File: src/rtl/ps2_pkg.sv
// Shared PS/2 Set-2 constants, framer state encoding and held-key entry layout.
// Used by ps2_scancode_framer and ps2_held_table.
package ps2_pkg;

    localparam logic [7:0] PS2_E0         = 8'hE0;
    localparam logic [7:0] PS2_E1         = 8'hE1;
    localparam logic [7:0] PS2_F0         = 8'hF0;
    localparam logic [7:0] PS2_FAKE_SHIFT = 8'h12;

    // Controller status / error bytes that never carry a key code
    localparam logic [7:0] PS2_KEY_ERR0   = 8'h00;
    localparam logic [7:0] PS2_BAT_OK     = 8'hAA;
    localparam logic [7:0] PS2_ECHO       = 8'hEE;
    localparam logic [7:0] PS2_ACK        = 8'hFA;
    localparam logic [7:0] PS2_BAT_FAIL0  = 8'hFC;
    localparam logic [7:0] PS2_BAT_FAIL1  = 8'hFD;
    localparam logic [7:0] PS2_RESEND     = 8'hFE;
    localparam logic [7:0] PS2_KEY_ERR1   = 8'hFF;

    typedef enum logic [2:0] {
        ST_IDLE     = 3'd0,
        ST_GOT_E0   = 3'd1,
        ST_GOT_F0   = 3'd2,
        ST_GOT_E0F0 = 3'd3,
        ST_SKIP_E1  = 3'd4
    } ps2_state_e;

    typedef struct packed {
        logic       valid;
        logic       ext;
        logic [7:0] code;
    } held_entry_t;

    function automatic logic is_prefix(input logic [7:0] b);
        return (b == PS2_E0) || (b == PS2_E1) || (b == PS2_F0);
    endfunction

    function automatic logic is_ignored(input logic [7:0] b);
        return (b == PS2_KEY_ERR0) || (b == PS2_BAT_OK)    || (b == PS2_ECHO)
            || (b == PS2_ACK)      || (b == PS2_BAT_FAIL0) || (b == PS2_BAT_FAIL1)
            || (b == PS2_RESEND)   || (b == PS2_KEY_ERR1);
    endfunction

endpackage

File: src/rtl/ps2_held_table.sv
// Small CAM of currently held keys keyed on {ext, code}; inserts into the
// lowest free slot on a missing make and frees the matching slot on a break.
module ps2_held_table
    import ps2_pkg::*;
#(
    parameter int DEPTH = 4
) (
    input  logic                         clk_i,
    input  logic                         rst_ni,
    input  logic                         make_i,
    input  logic                         break_i,
    input  logic                         ext_i,
    input  logic [7:0]                   code_i,
    output logic                         hit_o,
    output logic                         full_o,
    output logic [$clog2(DEPTH+1)-1:0]   count_o
);

    localparam int CW = $clog2(DEPTH + 1);

    held_entry_t [DEPTH-1:0] table_q;
    logic [DEPTH-1:0]        hit_vec;
    logic [DEPTH-1:0]        free_vec;
    logic [DEPTH-1:0]        ins_onehot;
    logic [CW-1:0]           cnt;

    for (genvar gi = 0; gi < DEPTH; gi++) begin : g_cmp
        assign hit_vec[gi]  = table_q[gi].valid && (table_q[gi].ext == ext_i)
                              && (table_q[gi].code == code_i);
        assign free_vec[gi] = !table_q[gi].valid;
    end

    // Isolate the lowest set bit of the free mask
    assign ins_onehot = free_vec & (~free_vec + DEPTH'(1));
    assign hit_o      = |hit_vec;
    assign full_o     = (free_vec == '0);

    always_comb begin
        cnt = '0;
        for (int i = 0; i < DEPTH; i++) begin
            cnt = cnt + CW'(table_q[i].valid);
        end
    end
    assign count_o = cnt;

    always_ff @(posedge clk_i or negedge rst_ni) begin
        if (!rst_ni) begin
            table_q <= '0;
        end else begin
            for (int i = 0; i < DEPTH; i++) begin
                if (make_i && !hit_o && ins_onehot[i]) begin
                    table_q[i] <= '{valid: 1'b1, ext: ext_i, code: code_i};
                end else if (break_i && hit_vec[i]) begin
                    table_q[i].valid <= 1'b0;
                end
            end
        end
    end

endmodule

File: src/rtl/ps2_scancode_framer.sv
// PS/2 Set-2 byte stream to single-cycle make/break key events with prefix timeout.
// Define PS2_TYPEMATIC_FILTER_EN to build the held-key table that drops auto-repeat makes.
module ps2_scancode_framer
    import ps2_pkg::*;
#(
    parameter int HELD_DEPTH     = 4,
    parameter int TIMEOUT_CYCLES = 2_500_000
) (
    input  logic                              CLOCK_50,
    input  logic                              resetn,
    input  logic                              byte_valid,
    input  logic [7:0]                        byte_data,
    output logic                              evt_valid,
    output logic [7:0]                        evt_code,
    output logic                              evt_make,
    output logic                              evt_ext,
    output logic                              proto_err,
    output logic [$clog2(HELD_DEPTH+1)-1:0]   held_count,
    output logic                              any_held,
    output logic                              overflow
);

    localparam int CW = $clog2(HELD_DEPTH + 1);
    localparam int TW = $clog2(TIMEOUT_CYCLES + 1);

    ps2_state_e    state_q, state_d;
    logic [2:0]    skip_q, skip_d;
    logic [TW-1:0] to_cnt_q, to_cnt_d;
    logic          evt_valid_q, evt_make_q, evt_ext_q, proto_err_q;
    logic [7:0]    evt_code_q;

    logic key_make, key_break, key_ext, err, to_expire, emit;

    always_comb begin
        state_d   = state_q;
        skip_d    = skip_q;
        key_make  = 1'b0;
        key_break = 1'b0;
        key_ext   = 1'b0;
        err       = 1'b0;
        to_expire = (state_q != ST_IDLE) && !byte_valid
                    && (to_cnt_q == TW'(TIMEOUT_CYCLES - 1));
        to_cnt_d  = (byte_valid || state_q == ST_IDLE) ? '0 : to_cnt_q + TW'(1);
        if (byte_valid) begin
            unique case (state_q)
                ST_IDLE: begin
                    if (byte_data == PS2_E0)         state_d = ST_GOT_E0;
                    else if (byte_data == PS2_F0)    state_d = ST_GOT_F0;
                    else if (byte_data == PS2_E1) begin
                        state_d = ST_SKIP_E1;
                        skip_d  = 3'd7;
                    end else if (!is_ignored(byte_data)) key_make = 1'b1;
                end
                ST_GOT_E0: begin
                    state_d = ST_IDLE;
                    if (byte_data == PS2_F0)          state_d = ST_GOT_E0F0;
                    else if (is_prefix(byte_data))    err = 1'b1;
                    else if (byte_data != PS2_FAKE_SHIFT) begin
                        key_make = 1'b1;
                        key_ext  = 1'b1;
                    end
                end
                ST_GOT_F0: begin
                    state_d = ST_IDLE;
                    if (is_prefix(byte_data)) err = 1'b1;
                    else                      key_break = 1'b1;
                end
                ST_GOT_E0F0: begin
                    state_d = ST_IDLE;
                    if (is_prefix(byte_data)) err = 1'b1;
                    else if (byte_data != PS2_FAKE_SHIFT) begin
                        key_break = 1'b1;
                        key_ext   = 1'b1;
                    end
                end
                ST_SKIP_E1: begin
                    skip_d = skip_q - 3'd1;
                    if (skip_q <= 3'd1) state_d = ST_IDLE;
                end
                default: state_d = ST_IDLE;
            endcase
        end
        if (to_expire) begin
            err     = 1'b1;
            state_d = ST_IDLE;
        end
    end

`ifdef PS2_TYPEMATIC_FILTER_EN
    logic          tbl_hit, tbl_full;
    logic [CW-1:0] tbl_count;
    logic          overflow_q, overflow_d;

    ps2_held_table #(
        .DEPTH (HELD_DEPTH)
    ) u_held_table (
        .clk_i   (CLOCK_50),
        .rst_ni  (resetn),
        .make_i  (key_make),
        .break_i (key_break),
        .ext_i   (key_ext),
        .code_i  (byte_data),
        .hit_o   (tbl_hit),
        .full_o  (tbl_full),
        .count_o (tbl_count)
    );

    assign emit       = key_break || (key_make && !tbl_hit);
    assign overflow_d = overflow_q || (key_make && !tbl_hit && tbl_full);

    always_ff @(posedge CLOCK_50 or negedge resetn) begin
        if (!resetn) overflow_q <= 1'b0;
        else         overflow_q <= overflow_d;
    end

    assign held_count = tbl_count;
    assign any_held   = (tbl_count != '0);
    assign overflow   = overflow_q;
`else
    assign emit       = key_make || key_break;
    assign held_count = '0;
    assign any_held   = 1'b0;
    assign overflow   = 1'b0;
`endif

    always_ff @(posedge CLOCK_50 or negedge resetn) begin
        if (!resetn) begin
            state_q     <= ST_IDLE;
            skip_q      <= '0;
            to_cnt_q    <= '0;
            evt_valid_q <= 1'b0;
            evt_code_q  <= '0;
            evt_make_q  <= 1'b0;
            evt_ext_q   <= 1'b0;
            proto_err_q <= 1'b0;
        end else begin
            state_q     <= state_d;
            skip_q      <= skip_d;
            to_cnt_q    <= to_cnt_d;
            evt_valid_q <= emit;
            proto_err_q <= err;
            if (emit) begin
                evt_code_q <= byte_data;
                evt_make_q <= key_make;
                evt_ext_q  <= key_ext;
            end
        end
    end

    assign evt_valid = evt_valid_q;
    assign evt_code  = evt_code_q;
    assign evt_make  = evt_make_q;
    assign evt_ext   = evt_ext_q;
    assign proto_err = proto_err_q;

endmodule

File: config.mk
export PLATFORM = sky130hd
export DESIGN_NAME = ps2_scancode_framer
export DESIGN_NICKNAME = d
export VERILOG_FILES = /design/src/rtl/ps2_pkg.sv /design/src/rtl/ps2_held_table.sv /design/src/rtl/ps2_scancode_framer.sv
export SDC_FILE = /design/constraint.sdc
export NUM_CORES = 1
export LEC_CHECK = 0
export BUFFER_PORTS_ARGS = -buffer_cell sky130_fd_sc_hd__buf_2
export CAP_MARGIN = 20
export CORE_MARGIN = 8
export CORE_UTILIZATION = 35
export CTS_CLUSTER_DIAMETER = 150
export DETAILED_ROUTE_END_ITERATION = 10
export SYNTH_ARGS = -nofsm -noshare
export SYNTH_HDL_FRONTEND = slang
export SYNTH_HIERARCHICAL = 1
export SYNTH_SLANG_ARGS = --single-unit
File: constraint.sdc
create_clock -name CLOCK_50 -period 1.86 [get_ports CLOCK_50]
set_clock_uncertainty 0.15 [all_clocks]
set_input_delay 0.093 -clock CLOCK_50 [delete_from_list [all_inputs] [get_ports CLOCK_50]]
set_output_delay 0.093 -clock CLOCK_50 [all_outputs]
set_load 0.01 [all_outputs]
=== After elaboration in Yosys (flattened, before gate mapping) ===
Cells that the tools add are included.

* Bits in registers: 40
* Latch bits: 0
* RAM bits: 0
* Bits in read-only memories: 0
* Input port bits: 11
* Output and inout bits: 17
* Word-level logic and storage cells: 86
* Memories: 0

* $add $sub $neg: 2
* Multipliers: 0
* Divide/modulo/power cells: 0
* $lt $le $gt $ge: 1
* Equal/unequal tests: 21
* Shift operators: 0
* Multiplexer cells: 32
* Bitwise logic cells: 0
* Reduce and logical (&&, ||, !) cells: 22

{| class="wikitable"
|+ Operators by type and width
! operator !! count
|-
| equality test 8 bit (second input constant) || 10
|-
| two-way mux 3 bit || 9
|-
| adder 22 x 1 -> 22 bit (second input constant) || 1
|-
| equality test 22 bit (second input constant) || 1
|-
| two-way mux 22 bit || 1
|-
| two-way mux 1 bit || 15
|-
| logical OR 1 bit || 11
|-
| case mux 3 bit (3 select lines) || 1
|-
| logical NOT 8 bit || 1
|-
| inequality test 8 x 5 -> 1 bit (second input constant) || 1
|-
| case mux 1 bit (2 select lines) || 4
|-
| equality test 3 x 2 -> 1 bit (second input constant) || 2
|-
| case mux 3 bit (2 select lines) || 1
|-
| inequality test 5 x 2 -> 1 bit (second input constant) || 1
|-
| AND reduction 5 bit || 1
|-
| inequality test 2 bit (second input constant) || 2
|-
| nonzero test 2 bit || 2
|-
| equality test 3 x 1 -> 1 bit (second input constant) || 1
|-
| equality test 3 bit (second input constant) || 1
|-
| <= comparator 3 x 1 -> 1 bit (second input constant) || 1
|-
| logical NOT 3 bit || 1
|-
| inequality test 3 bit (second input constant) || 1
|-
| AND reduction 3 bit || 1
|-
| nonzero test 3 bit || 1
|-
| 6 further kinds || 7
|}

=== Depth between registers and ports, before layout ===
* Word-level depth: 15
* Mapped depth: 7
* Mapped depth without buffers: 6

=== Least setup slack after synthesis ===
No wires, ideal clock.

* Path type: register to register
* Start point: register state_q[1]
* End point: register evt_code_q[0] (netlist: evt_code[0])
* Library setup time: 125 ps
* Data arrival time: 1624 ps
* Required time: 1585 ps
* Setup slack: -39 ps
* Cell stages (with the launch flop): 6
* Buffers on the path: 0
* Period minus slack after synthesis: 1899 ps
* Cells stage by stage: dfrtp_1 nor3_1 a21boi_1 nand3_2 a21oi_4 mux2_4

* Word-level cells in the longest chain between the ends: 4
* Elaborated cells on any way between the ends: 9
* Those cells by class: eq/ne (3); mux (4); reduce/logical (2)

{| class="wikitable"
|+ Ends and longest elaborated chain
! element !! line !! text
|-
| from (decl) || ps2_scancode_framer.sv:26 || <nowiki>ps2_state_e state_q, state_d;</nowiki>
|-
| from (signal assigned) || ps2_scancode_framer.sv:137 || <nowiki>state_q <= state_d;</nowiki>
|-
| equality test 3 x 1 -> 1 bit (tied with other cells) || ps2_scancode_framer.sv:45 || <nowiki>unique case (state_q)</nowiki>
|-
| case mux 1 bit (2 select lines) || ps2_scancode_framer.sv:45 ||
|-
| two-way mux 1 bit || ps2_scancode_framer.sv:44 || <nowiki>if (byte_valid) begin</nowiki>
|-
| logical OR 1 bit * || ps2_scancode_framer.sv:120 || <nowiki>assign emit = key_make || key_break;</nowiki>
|-
| net emit || ps2_scancode_framer.sv:32 || <nowiki>logic key_make, key_break, key_ext, err, to_expire, emit;</nowiki>
|-
| to (signal assigned) || ps2_scancode_framer.sv:143 || <nowiki>evt_code_q <= byte_data;</nowiki>
|-
| to (decl) || ps2_scancode_framer.sv:30 || <nowiki>logic [7:0] evt_code_q;</nowiki>
|}

The timed path passes the listed nets; every way through them passes the cells marked *.
A chain may end at the register's enable or synchronous reset.

=== Final worst setup path ===
* Start point: register to_cnt_q[14]
* End point: register state_q[0]

* Word-level cells in the longest chain between the ends: 4
* Elaborated cells on any way between the ends: 7
* Those cells by class: eq/ne (3); mux (1); reduce/logical (3)

{| class="wikitable"
|+ Ends and longest elaborated chain
! element !! line !! text
|-
| from (decl) || ps2_scancode_framer.sv:28 || <nowiki>logic [TW-1:0] to_cnt_q, to_cnt_d;</nowiki>
|-
| from (signal assigned) || ps2_scancode_framer.sv:139 || <nowiki>to_cnt_q <= to_cnt_d;</nowiki>
|-
| equality test 22 bit * || ps2_scancode_framer.sv:42 || <nowiki>&& (to_cnt_q == TW'(TIMEOUT_CYCLES - 1));</nowiki>
|-
| logical AND 1 bit * || ps2_scancode_framer.sv:42 ||
|-
| inequality test 5 x 2 -> 1 bit (no source line) (tied with other cells) || -- ||
|-
| AND reduction 3 bit (no source line) || -- ||
|}

Every way passes the cells marked *; elsewhere a longest branch is shown, timed or not.

==> results.toml <==
[run_status]
status = "finished clean"

[synth]
yosysWarnings = 6
syn_inst = 221
ys_seq_area_frac = 0.456
syn_avg_cell_area_um2 = 9.93
synth_cell_types = 49
ys_ff_latch = 40
synth_area_um2 = 2190

[clock_tree]
cts_buffers = 5
cts_root_buf = "clkbuf_8"
cts_tree = "built"
clock_sinks = 40
path_clk_slew_ps = 90
clockBufferDepth = 2
clk_latency_ps = 290
htree_num_levels = 2

[grt]
grt_pass1_vias = 1827
groute.usage.overall = 0.118
grt_max_degree = 41
antenna_found_initial = 0
grt_pass1_wl_um = 8670
overflow = 0

[detailed_routing]
totalWireLength_um = 5030
drt_first_pass_iters = 4
drtAntennaViolNets = 0
viasPerCell = 5.00
drcViolationCount = 0
wire_per_inst_um = 13.8
drt_iter0_drc = 64
vias = 1826

[floorplan]
rows = 29
io_pins = 28
coreArea_um2 = 6200
die-width_um = 95.2
start_util = 0.354
dieArea_um2 = 9060
die_h_um = 95.2

[power_and_ir_drop]
switching_share = 0.249
total_power_w = 0.00191
pwr-share-seq = 0.488
internal-power_w = 0.00143
power_leakage_nw = 1.28
switching_power_w = 0.000477
combPwrFrac = 0.133
clkPwrFrac = 0.379
p_per_area_nw_per_um2 = 650
vdd_drop_max_uv = 391

[sta]
tightest_slew_ps = 528
rsz0062_at_grt = "true"
finalCritPeriodShare = 0.993
finalHoldViolCount = 0
finalCriticalPeriod_ps = 1850
setup_viol = 0
slew_headroom = 0.648
clock.fmax_mhz = 542
final-max-slew-violation-count = 0

[worst_setup_path]
worstPathMaxFanout = 2
r2r_cells = 6
r2r_start = "to_cnt_q[14]$_DFF_PN0_"
end_kind = "flop"
cp-start-kind = "flop"
critical_path.cell_chain = "nor4b_2, buf_4, nand4_1, o31ai_2, o22ai_1, a21o_1"
cp_data_required_time_ps = 1900
crit_arrival_ps = 1890
startpoint = "to_cnt_q[14]$_DFF_PN0_"
crit_cells = 6
worst-path-buf-inv = 1
crit_family = "compound AO/OA/AOI/OAI gates"
criticalPathCategory = "flop to flop"
cpMaxStageDelayCell = "dfrtp_1"
slowest_delay_ps = 400

[cells_and_area]
layout_commonest_cell = "dfrtp_1"
final_nets = 301
final_cell_mix = "dfrtp_1, buf_4, nor2_1, buf_2, xnor2_1"
utilization = 0.474
area_growth_pct = 34.0
layoutNonFillerInstCount = 365
diodes = 0
drive_gt1_frac = 0.368

[place]
dp_hpwl_um = 3440
gp_congestion = 0.824
placed_cells = 346
portBuffers = 22

[worst_hold_path]
min-delay-start = "byte_valid"
hold_class = "input pin to flop"
hold_path_depth = 3

[flow_run]
maxCapViolCount = 0
metrics by stage:
| stage | instance area (um^2) | setup slack (ps) | hold slack, ps | TNS [ps] |
|---|---|---|---|---|
| after floorplan | 2210 | 29.7 | -353 | 0 |
| after global placement | 2620 | 27.9 | 42.1 | 0 |
| after detailed placement | 2620 | -55.7 | 45.9 | -120 |
| after CTS | 2820 | 0.111 | 53.3 | 0 |
| after global routing | 2940 | -92.3 | 79.8 | -325 |
| final | 2940 | 13.6 | 83.0 | 0 |
flip-flops by register name, indices dropped and copies added, names as in the netlist:
signal and cells:
to_cnt_q 22, evt_code 8, skip_q 3, state_q 3, evt_ext 1, evt_make 1
evt_valid 1, proto_err 1
final timing paths:
check                                          end  slack, ps
min                         state_q[1]$_DFFE_PN0P_         80
min in group asynchronous    skip_q[2]$_DFFE_PN0P_        230
max in group asynchronous    to_cnt_q[0]$_DFF_PN0_        950
min reg2reg                evt_code[6]$_DFFE_PN0P_        370
max                         state_q[0]$_DFFE_PN0P_         10
max reg2reg                 state_q[0]$_DFFE_PN0P_         10
repair_timing:
item | CTS | global route
hold endpoints to repair | 46 | 0
resized for setup | 3 | 18
buffers inserted | 0 | 4
hold buffers | 7 | 0
pin swaps | 0 | 8
endpoints found under the setup margin | 3 | 20
power groups by stage:
stage               sequential (W)  combinational (W)  clock, W
finish                    0.000932           0.000255  0.000723
floorplan                 0.000957           0.000136         0
CTS                       0.000932           0.000248  0.000756
detailed placement        0.000949           0.000235         0
global placement          0.000948           0.000232         0
global route              0.000939           0.000282  0.000787
cells by family after synthesis:
family                   share of synthesized area
buffers and inverters                       0.0593
AND/OR/NAND/NOR                              0.237
adder cells (fa/ha/maj)                     0.0171
flip-flops                                   0.456
XOR/XNOR                                    0.0639
multiplexers                                0.0593
AO/OA/AOI/OAI                                0.106
other                                      0.00171
cell usage after synthesis (all sizes together):
| cell | n | share of area |
|---|---|---|
| xnor2 | 13 | 0.052 |
| a21o | 2 | 0.0068 |
| and3 | 1 | 0.0029 |
| clkbuf | 5 | 0.0091 |
| dfrtp | 40 | 0.46 |
| or2b | 1 | 0.0034 |
| nor3b | 2 | 0.0091 |
| o2bb2ai | 1 | 0.0040 |
| and3b | 1 | 0.0046 |
| a21boi | 1 | 0.0034 |
| o22ai | 3 | 0.0086 |
| and4 | 3 | 0.012 |
| nor3 | 11 | 0.027 |
| nor2 | 27 | 0.046 |
| or3 | 7 | 0.020 |
| a211o | 1 | 0.0040 |
| nor4bb | 1 | 0.0046 |
| ha | 3 | 0.017 |
| or2 | 1 | 0.0029 |
| a31o | 1 | 0.0040 |
| nand3 | 13 | 0.032 |
| nand4 | 4 | 0.011 |
| nand2 | 11 | 0.019 |
| a31oi | 2 | 0.0057 |
| a311o | 1 | 0.0091 |
| a41oi | 3 | 0.012 |
| or4b | 1 | 0.0046 |
| and4b | 1 | 0.0063 |
| xor2 | 3 | 0.012 |
| inv | 13 | 0.023 |
| o21ai | 7 | 0.016 |
| o31ai | 2 | 0.0068 |
| mux2i | 1 | 0.0046 |
| conb | 1 | 0.0017 |
| mux2 | 8 | 0.055 |
| nor4 | 6 | 0.023 |
| nor4b | 2 | 0.0080 |
| buf | 8 | 0.027 |
| a21oi | 9 | 0.026 |
cell type report:
type                       instances  area [um^2]
clock buffer                       5         68.8
clock inverter                     3         46.3
fill                             576         3260
inverter                          13         51.3
multi-input combinational        159         1190
sequential                        40         1000
tap                               77         96.3
timing repair buffer              68          485
per-layer routing:
layer | global-route usage | part of all wire
met4 | 0.0312 | 0.0084
met5 | 0 | 0
met2 | 0.191 | 0.47
met1 | 0.151 | 0.46
met3 | 0.0331 | 0.056
tightest hold or removal path: stages:
cell	delay [ps]
buf_2	190
nor2_2	130
o31ai_1	80
Note: power is estimated with default switching activity, not from simulation.
